### src/rtl/mem_port_arbiter.sv
// mem_port_arbiter: shares one single-port memory between the IF stage and
// the MEM stage. Data requests win over fetches. Each transaction runs
// IDLE -> ISSUE -> (WAIT)* -> RESP, with a one-cycle done pulse in RESP.
// Optional starvation guard: define MEMARB_STARVE_GUARD_EN so that after
// STARVE_MAX consecutive data grants made while IF waits, the next grant
// goes to IF.
module mem_port_arbiter #(
  parameter int ADDR_W     = 32,
  parameter int DATA_W     = 32,
  parameter int STARVE_MAX = 4
) (
  input  logic              clk,
  input  logic              reset,
  input  logic              if_req,
  input  logic [ADDR_W-1:0] if_addr,
  input  logic              d_read,
  input  logic              d_write,
  input  logic [ADDR_W-1:0] d_addr,
  input  logic [DATA_W-1:0] d_wdata,
  output logic              if_done,
  output logic [DATA_W-1:0] if_rdata,
  output logic              d_done,
  output logic [DATA_W-1:0] d_rdata,
  output logic              stall_if,
  output logic              stall_mem,
  output logic              ram_en,
  output logic              ram_we,
  output logic [ADDR_W-1:0] ram_addr,
  output logic [DATA_W-1:0] ram_wdata,
  input  logic              ram_ack,
  input  logic [DATA_W-1:0] ram_rdata
);

  typedef enum logic [1:0] {IDLE, ISSUE, WAIT, RESP} state_t;

  state_t state;
  logic   grant_is_data;
  logic   d_any;
  logic   grant_data;
  logic   grant_if;

  // a load and a store raised together are served as a store
  assign d_any = d_read | d_write;

`ifdef MEMARB_STARVE_GUARD_EN
  localparam int               CNT_W      = $clog2(STARVE_MAX + 1);
  localparam logic [CNT_W-1:0] STARVE_LIM = CNT_W'(STARVE_MAX);

  logic [CNT_W-1:0] starve_cnt;
  logic             force_if;

  assign force_if   = if_req & (starve_cnt == STARVE_LIM);
  assign grant_data = d_any & ~force_if;

  // count data grants that overtook a waiting fetch; saturates at the limit
  always_ff @(posedge clk) begin
    if (reset)
      starve_cnt <= '0;
    else if (!if_req)
      starve_cnt <= '0;
    else if (state == IDLE) begin
      if (grant_if)
        starve_cnt <= '0;
      else if (grant_data && (starve_cnt != STARVE_LIM))
        starve_cnt <= starve_cnt + 1'b1;
    end
  end
`else
  // data belongs to the older instruction, so it always goes first
  assign grant_data = d_any;
`endif

  assign grant_if = if_req & ~grant_data;

  // stalls are combinational so the pipeline freezes the cycle a request rises
  assign stall_if  = if_req & ~if_done;
  assign stall_mem = d_any & ~d_done;

  // transaction sequencer; every memory-side and done output is registered
  always_ff @(posedge clk) begin
    if (reset) begin
      state         <= IDLE;
      grant_is_data <= 1'b0;
      ram_en        <= 1'b0;
      ram_we        <= 1'b0;
      ram_addr      <= '0;
      ram_wdata     <= '0;
      if_done       <= 1'b0;
      d_done        <= 1'b0;
      if_rdata      <= '0;
      d_rdata       <= '0;
    end else begin
      ram_en  <= 1'b0;
      if_done <= 1'b0;
      d_done  <= 1'b0;
      case (state)
        IDLE: begin
          if (grant_data || grant_if) begin
            grant_is_data <= grant_data;
            ram_addr      <= grant_data ? d_addr : if_addr;
            ram_wdata     <= grant_data ? d_wdata : '0;
            ram_we        <= grant_data & d_write;
            ram_en        <= 1'b1;
            state         <= ISSUE;
          end
        end
        ISSUE, WAIT: begin
          // address and data stay put until the memory acknowledges
          if (ram_ack) begin
            state <= RESP;
            if (grant_is_data) begin
              d_done <= 1'b1;
              if (!ram_we)
                d_rdata <= ram_rdata;
            end else begin
              if_done  <= 1'b1;
              if_rdata <= ram_rdata;
            end
          end else begin
            state <= WAIT;
          end
        end
        RESP: begin
          // requests are not sampled here, so requesters may drop req now
          state <= IDLE;
        end
        default: state <= IDLE;
      endcase
    end
  end

endmodule

### config.mk
export PLATFORM = sky130hd
export DESIGN_NAME = mem_port_arbiter
export DESIGN_NICKNAME = d
export VERILOG_FILES = /design/src/rtl/mem_port_arbiter.sv
export SDC_FILE = /design/constraint.sdc
export NUM_CORES = 1
export LEC_CHECK = 0
export ABC_AREA = 1
export CORE_MARGIN = 5
export CORE_UTILIZATION = 36
export CTS_CLUSTER_SIZE = 25
export DETAILED_ROUTE_END_ITERATION = 8
export PLACE_DENSITY_LB_ADDON = 0.1
export SETUP_SLACK_MARGIN = 0.02
export SYNTH_ARGS = -nofsm -noshare
export SYNTH_HDL_FRONTEND = slang
export SYNTH_SLANG_ARGS = --single-unit
### constraint.sdc
create_clock -name clk -period 1.7 [get_ports clk]
set_clock_uncertainty 0.05 [all_clocks]
set_input_delay 0.17 -clock clk [delete_from_list [all_inputs] [get_ports clk]]
set_output_delay 0.17 -clock clk [all_outputs]
set_load 0.005 [all_outputs]
## Yosys cells after proc, flatten, opt, wreduce, memory -nomap -nowiden

Cells that the tools add are included.

- Logic and storage cells: 43
- Bits of input ports: 134
- Register bits after elaboration: 135

- Multiplexer cells: 8
- Reductions and logical operators: 8
- Equal/unequal tests: 4
- Bitwise logic cells: 13

Operator list:

| cell | count |
|---|---|
| 32-bit two-way mux | 2 |
| 1-bit NOT | 8 |
| 2-bit case mux with 3 select lines | 1 |
| 1-bit bitwise AND | 4 |
| 2-bit == test, second input constant | 2 |
| 1-bit two-way mux | 4 |
| 4-bit AND reduction | 1 |
| 2-bit OR reduction | 2 |
| 3-bit AND reduction | 1 |
| 3-bit OR reduction | 1 |
| 2-bit by 1-bit == test with 1-bit output, second input constant | 1 |
| 2-bit logical NOT | 1 |
| 2-bit two-way mux | 1 |
| 2-bit inequality test, second input constant | 1 |
| 2-bit AND reduction | 1 |
| 1-bit logical OR | 1 |
| 1-bit OR | 1 |

## Longest topological paths before layout

Gate-level depths: netlist of the first run.

- Depth after elaboration: 6
- Mapped depth: 8
- Mapped depth without buffers: 7

## Worst setup path after synthesis of the first run

OpenSTA, ideal clock, no wires.

- Path type: register to register
- Start point: register state[0]
- End point: register if_rdata[10]
- Required time: 1.534 ns
- Path slack: 0.092 ns
- Cell stages (with the launch flop): 9
- Period minus slack after synthesis: 1.608 ns
- Arrival: 1.442 ns
- Path through: dfxtp_1 > inv_1 > ha_1 > nand2_1 > nor2_1 > inv_1 > clkbuf_1 > nor2_1 > nor2_1

- Cells in the longest elaborated chain, start to end: 3
- Elaborated cells on any way between the ends: 4

RTL lines:

| element | line | source |
|---|---|---|
| from (decl) | 36 | `state_t state;` |
| from (signal assigned) | 82 | `state <= IDLE;` |
| from (signal assigned) | 104 | `state <= ISSUE;` |
| from (signal assigned) | 110 | `state <= RESP;` |
| 2-bit by 1-bit == test with 1-bit output / 2-bit == test (equally long branches) | 96 | `case (state)` |
| 2-bit OR reduction * | 96 |  |
| 3-bit AND reduction (no line) * | n/a |  |
| to (signal assigned) | 117 | `if_rdata <= ram_rdata;` |
| to (decl) | 21 | `output logic [DATA_W-1:0] if_rdata,` |

Every way passes the cells marked *; elsewhere a longest branch is shown, timed or not.
A chain may end at the register's enable or synchronous reset.

## Worst setup path in the final report of the first run

- Start point: input d_read
- End point: output stall_mem

- Cells in the longest elaborated chain, start to end: 2

RTL lines:

| element | line | source |
|---|---|---|
| from (decl) | 16 | `input logic d_read,` |
| 1-bit OR | 43 | `assign d_any = d_read \| d_write;` |
| 1-bit bitwise AND | 77 | `assign stall_mem = d_any & ~d_done;` |
| to (decl) | 25 | `output logic stall_mem,` |

No other way between the ends.

==> key figures, run 1 <==
Layout
  – Area Overhead vs Synth: 69.8%
  – Final nets: 1,164
  – Share of layout cells above drive strength 1: 0.0615
  – Number of diodes: 0
  – Final cell utilization of the core: 0.623

CTS
  – Clock Sinks: 135
  – H-tree Lvls: 4
  – CTS tree: yes
  – Worst-Skew Late Latency: approximately 0.42 ns
  – TritonCTS Buffers: 17
  – Clk pin slew, worst setup/hold paths: 0.05 ns
  – CTS Root Cell: clkbuf_16
  – Clock buffer depth: 2

Job
  – Max_cap viols: 0

Power and ir drop
  – Maximum vdd drop: 0.890 mV
  – Pleak: 3.77 nW
  – Tot Pwr: 0.0146 W
  – Pwr Density: around 1600 nW/um^2

STA
  – Final TNS setup: 0 ns
  – Slew @ Worst Pin: ~0.42 ns
  – Final Slew Violations: 0
  – Fmax: about 620 MHz
  – Final Setup Violations: 0
  – Fin crit share: 0.944
  – Hold Vio Cnt, Final: 0
  – Final worst slack: between 0.09 and 0.1 ns
  – Rel. slew slack: 0.718
  – Hold_ws: between 0.2 and 0.3 ns
  – RSZ-0062 raised after global routing: false
  – Min Tclk post-route: approximately 1.6 ns

Synthesis
  – EDFF count, synth: 0
  – Area contributors post-synth: dfxtp_1 (51%), nor2_1 (14%), nand2_1 (14%)
  – Post-synthesis compound-gate area fraction: 0.125
  – Post-synth top cells: nor2_1 (199), nand2_1 (198), dfxtp_1 (135)
  – Cell area after synthesis: about 5300 sq um
  – Cell count after synthesis: between 700 and 800
  – Mean Syn Cell Area: between 6 and 7 sq um
  – Main combinational cell family by area after synthesis: simple AND/OR/NAND/NOR gates
  – Unique masters post-synth: 19
  – Yosys top cell area share: 0.509
  – Mux contribution to synthesized area: 0
  – Ys Warns: 0
  – Area leader, netlist: dfxtp_1
  – Synth Area in XOR/XNOR: 0
  – Post-synthesis simple-gate area fraction: 0.293
  – Seq/Total Area, Yosys: 0.509
  – Ys flop type: dfxtp_1
  – Synthesis-stage register bit count: ~140
  – Most frequent cell after synthesis: nor2_1
  – Syn Nets: 900
  – Synth Area in Adders: 0.00471
  – Async SR Flop Fraction: 0

Min path
  – Min-delay src: d_wdata[14]
  – HP Class: input port to flop

Die
  – Initial Util: 0.367
  – Row count: 44
  – Die H: ~130 um
  – Io pins: around 270
  – Chip width: ~130 um
  – Core ar.: 14,500 sq um
  – DIE AREA: 17,300 sq um

Drt
  – DRT iter0 DRCs: between 200 and 300
  – Via Count: between 5,000 and 6,000
  – Via density: about 4.5
  – Post-route ant nets: 0
  – Total length of routed wires: 17,300 um
  – Average routed wire per standard cell: ~14 um
  – First-pass DRT Iterations: 4
  – Drc violations: 0

Global route
  – Largest net degree at the start of global routing: 71
  – Gr ovfl total: 0
  – Initial antenna violation count: 0
  – Overall routing resource usage: 0.199
  – First-pass GRT wire length: 28,100 um
  – Vias in the first global route: 5,358

Worst setup path
  – Crit path kind: input port to primary output
  – CP peak stage delay: between 0.5 and 0.6 ns
  – Critical path, cell by cell: clkdlybuf4s50_1 -> nor2_4 -> nor2_1 -> clkdlybuf4s50_1
  – Worst R2R Setup Slack: 0.19 ns
  – Most common cell on crit path: clkdlybuf4s50_1
  – Crit end category: primary output
  – Element type at the critical path start: input port
  – CP max FO: 2
  – Highest-delay cell along the critical path: clkdlybuf4s50_1
  – Critical Path RT: ~1.5 ns
  – Critical Path AT: roughly 1.4 ns
  – FF-to-FF Start: state[0]$_SDFFE_PP0P_
  – CP Launch Point: d_read

Place
  – Hpwl dp: approximately 12,000 um
  – Pre-CTS setup slack: -0.0169 ns
  – Port bufs: 267
  – GP Congestion: approximately 0.77

Status
  – Status: finished clean
==> report_power, final <==
part	internal, W	switching, W	total, W
registers	0.00416	0.000469	0.00462
logic	0.00312	0.00263	0.00575
clock network	0.00284	0.00138	0.00421
==> flip-flops by register name, indices dropped and copies added, names as in the netlist <==
| register | cells |
|---|---|
| d_rdata | 32 |
| if_rdata | 32 |
| ram_addr | 32 |
| ram_wdata | 32 |
| state | 2 |
| d_done | 1 |
| grant_is_data | 1 |
| if_done | 1 |
| ram_en | 1 |
| ram_we | 1 |
==> kinds of logic after synthesis <==
family                     count (synthesis)
buffers and inverters                     89
DFF                                      135
and+or+nand+nor                          406
AOI/OAI and AO/OA                        132
adders and majority gates                  2
==> path summary, 6_finish.rpt <==
check,to,depth (start not counted)
min,ram_wdata[14]$_SDFFE_PP0P_,3
max reg2reg,if_rdata[23]$_SDFFE_PP0P_,8
min reg2reg,ram_wdata[8]$_SDFFE_PP0P_,2
max,stall_mem,4
==> worst max-delay path: cells and delay by family <==
kind | cells | cell delay [ns]
and+or+nand+nor | 2 | 0.15
buffers and inverters | 2 | 1.06
==> cell type report <==
| cell class | count | area, sq um |
|---|---|---|
| fillers | 1335 | 5460 |
| clock inverters | 11 | 219 |
| clock buffers | 21 | 460 |
| flip-flops and latches | 135 | 2700 |
| well taps | 184 | 230 |
| multi-input cells | 540 | 2270 |
| repair buffers | 293 | 2990 |
| inverters | 41 | 154 |
==> layer usage <==
metal  share of wire  track usage  up-vias
li1                -            -     2903
met1            0.43        0.235     2410
met2            0.45        0.313      190
met3           0.093       0.0894       33
met4           0.027       0.0869        0
met5               0            0        -
==> cell usage in the layout (no fill, tap or decap), drive strengths merged <==
cell type and n:
buf 26, o21a 1, nand3 2, inv 42
clkbuf 21, nor3b 1, clkdlybuf4s50 267, nand4 2
nor2 201, a21oi 35, o21ai 96, bufinv 6
ha 2, clkinv 3, dfxtp 135, nand2 200
clkinvlp 1
==> what timing repair did <==
item,in CTS,in global routing
buffers inserted,2,0
gates resized for setup,2,3
hold buffers,0,0
setup endpoints to repair,19,32
pin swaps,2,0
==> stage by stage <==
step	std cells	instance area, sq um
floorplan	764	5310
global placement	1191	8300
detailed placement	1191	8300
CTS	1225	9000
global route	1225	9020
finish	1225	9020
No activity file was read; power rests on OpenSTA's default activity.
==> run 2: changes to the inputs <==
- CAP_MARGIN: unset -> 25
- CORE_MARGIN: 5 -> 2
==> run 2 against run 1 <==
  * Non-clock buffer count is 2 lower
  * Hold slack better by 0.0065 ns
  * Critical path depth is 4 higher
  * Clock power is 11% lower
  * Core utilization is 0.66 points lower
  * Largest power group unchanged
==> key figures, run 2 (same netlist as run 1, synthesis figures left out) <==
Place
  – Placed inst area: 8260 sq um (was 8300 sq um)
  – GP Congestion: 0.817 (was 0.766)
  – Hpwl dp: 11,300 um (was 12,300 um)
  – Inst Count DP: 1,189 (was 1,191)
  – Port bufs: 267 (unchanged)

Global route
  – Largest net degree at the start of global routing: 50 (was 71)
  – Overall routing resource usage: 0.208 (was 0.199)
  – First-pass GRT wire length: 26,400 um (was 28,100 um)
  – Vias in the first global route: 5,139 (was 5,358)
  – Gr ovfl total: 0 (unchanged)
  – Initial antenna violation count: 0 (unchanged)

Worst setup path
  – FF-to-FF Start: state[0]$_SDFFE_PP0P_ (unchanged)
  – Crit path kind: flop to flop (was input port to primary output)
  – Critical Path RT: 1.96 ns (was 1.48 ns)
  – Worst R2R Setup Slack: 0.12 ns (was 0.19 ns)
  – CP max FO: 8 (was 2)
  – CP Depth: 8 (was 4)
  – Critical Path AT: 1.84 ns (was 1.39 ns)
  – CP Launch Point: state[0]$_SDFFE_PP0P_ (was d_read)
  – Most common cell on crit path: nor2_1 (was clkdlybuf4s50_1)
  – Worst setup path endpoint: d_rdata[1]$_SDFFE_PP0P_ (was stall_mem)
  – Highest-delay cell along the critical path: dfxtp_2 (was clkdlybuf4s50_1)
  – Crit end category: flop (was primary output)
  – Worst R2R Path Depth: 8 (unchanged)
  – Critical path buffer and inverter count: 4 (was 2)
  – Critical path, cell by cell: inv_1 -> ha_4 -> nand4_1 -> buf_6 -> clkinvlp_4 -> buf_4 -> nor2_1 -> nor2_1 (was clkdlybuf4s50_1 -> nor2_4 -> nor2_1 -> clkdlybuf4s50_1)
  – CP peak stage delay: 0.34 ns (was 0.53 ns)
  – Element type at the critical path start: flop (was input port)
  – RR Endpoint: d_rdata[1]$_SDFFE_PP0P_ (was if_rdata[23]$_SDFFE_PP0P_)
  – CP top delay family: buffers and inverters (unchanged)

Drt
  – Average routed wire per standard cell: 13.5 um (was 14.1 um)
  – DRT iter0 DRCs: 216 (was 251)
  – Post-route ant nets: 0 (unchanged)
  – Drc violations: 0 (unchanged)
  – First-pass DRT Iterations: 4 (unchanged)
  – Via density: 4.50 (was 4.52)
  – Via Count: 5,502 (was 5,536)
  – Total length of routed wires: 16,500 um (was 17,300 um)

STA
  – Fmax: 631 MHz (was 623 MHz)
  – Fin crit share: 0.932 (was 0.944)
  – RSZ-0062 raised after global routing: false (unchanged)
  – Hold Vio Cnt, Final: 0 (unchanged)
  – Final Slew Violations: 0 (unchanged)
  – Rel. slew slack: 0.716 (was 0.718)
  – Final Setup Violations: 0 (unchanged)
  – Slew @ Worst Pin: 0.426 ns (was 0.423 ns)
  – Min Tclk post-route: 1.58 ns (was 1.61 ns)

Die
  – Io pins: 268 (unchanged)
  – Row count: 44 (unchanged)
  – Chip width: 125 um (was 131 um)
  – DIE AREA: 15,700 sq um (was 17,300 sq um)
  – Initial Util: 0.367 (unchanged)
  – Core ar.: 14,500 sq um (unchanged)
  – Die H: 125 um (was 131 um)

CTS
  – Worst-Skew Late Latency: 0.41 ns (was 0.42 ns)
  – H-tree Lvls: 4 (unchanged)
  – CTS Root Cell: clkbuf_16 (unchanged)
  – Clk pin slew, worst setup/hold paths: 0.06 ns (was 0.05 ns)
  – CTS Hold Buffers Added: 0 (unchanged)
  – TritonCTS Buffers: 17 (unchanged)
  – Clock buffer depth: 2 (unchanged)
  – Clock Sinks: 135 (unchanged)
  – CTS tree: yes (unchanged)

Layout
  – Final nets: 1,162 (was 1,164)
  – Share of layout cells above drive strength 1: 0.0636 (was 0.0615)
  – Commonest cells after routing, fill and taps aside: clkdlybuf4s50_1 (265), nor2_1 (198), nand2_1 (197) (was clkdlybuf4s50_1 (267), nor2_1 (198), nand2_1 (197))
  – Final instance area: 8920 sq um (was 9020 sq um)
  – Commonest non-fill, non-tap cell in the layout: clkdlybuf4s50_1 (unchanged)
  – Area Overhead vs Synth: 68.0% (was 69.8%)
  – Layout Cells excl Fill: 1,222 (was 1,225)
  – Number of diodes: 0 (unchanged)

Power and ir drop
  – Tot Pwr: 0.0140 W (was 0.0146 W)
  – Maximum vdd drop: 0.926 mV (was 0.890 mV)
  – Pwr Density: 1560 nW/um^2 (was 1620 nW/um^2)
  – Pleak: 3.72 nW (was 3.77 nW)

Min path
  – WHS Path Cells: 3 (unchanged)
  – HP Class: input port to flop (unchanged)

Status
  – Status: finished clean (unchanged)

Job
  – Max_cap viols: 0 (unchanged)
[run 2: changes by cell type in the layout (fill, tap and decap cells not counted), sizes merged]
cell | before | now
dlymetal6s2s | 0 | 1
clkbuf | 21 | 19
clkinv | 3 | 6
clkdlybuf4s50 | 267 | 265
dlygate4sd2 | 0 | 1
clkinvlp | 1 | 3
bufinv | 6 | 3
buf | 26 | 24
inv | 42 | 41
[run 2: layout make-up]
class                   count  area, sq um
repair buffers            291         2960
fillers                  1359         5550
clock buffers              19          453
clock inverters            12          151
flip-flops and latches    135         2710
well taps                 184          230
multi-input cells         540         2270
inverters                  41          158
[run 2: worst min-delay path by stage]
stage / slack, ns / from / end
after global placement: 0.40 / ram_wdata[10]$_SDFFE_PP0P_ / ram_wdata[10]$_SDFFE_PP0P_
after floorplan: 0.25 / ram_rdata[0] / if_rdata[0]$_SDFFE_PP0P_
after global routing: 0.26 / d_wdata[15] / ram_wdata[15]$_SDFFE_PP0P_
after detailed placement: 0.40 / ram_wdata[1]$_SDFFE_PP0P_ / ram_wdata[1]$_SDFFE_PP0P_
after CTS: 0.24 / d_wdata[0] / ram_wdata[0]$_SDFFE_PP0P_
final: 0.26 / d_wdata[13] / ram_wdata[13]$_SDFFE_PP0P_
[run 2: repair_timing]
action                                  4_1_cts  5_1_grt
setup buffers                                 0        1
gates cloned                                  0        1
endpoints found under the setup margin        1       65
gates resized for setup                       1       17
[run 2: metrics by stage]
stage          TNS, ns   util  hold slack (ns)  setup slack (ns)
2_1_floorplan        0      -            0.255            0.0921
3_3_place_gp   -0.0763  0.570            0.398           -0.0317
3_5_place_dp   -0.0723  0.570            0.401           -0.0215
4_1_cts              0  0.612            0.244            0.0306
5_1_grt              0  0.616            0.263           0.00451
6_report             0  0.616            0.264             0.116
[run 2: where the power goes]
part / switching, W / internal, W
sequential: 0.000474 / 0.00416
combinational: 0.00258 / 0.00299
clock: 0.00137 / 0.00237
[run 2: per-layer routing]
metal,up-vias,part of all wire,track usage
met3,20,0.088,0.0796
met2,168,0.46,0.336
met5,-,0,0
li1,2895,-,-
met4,0,0.019,0.0699
met1,2419,0.44,0.254
[run 2: worst reg2reg max path, delay by kind of cell (launching register included)]
kind	cells	cell delay, ns
adders and majority gates	1	0.25
buffers and inverters	4	0.57
DFF	1	0.34
and+or+nand+nor	3	0.27
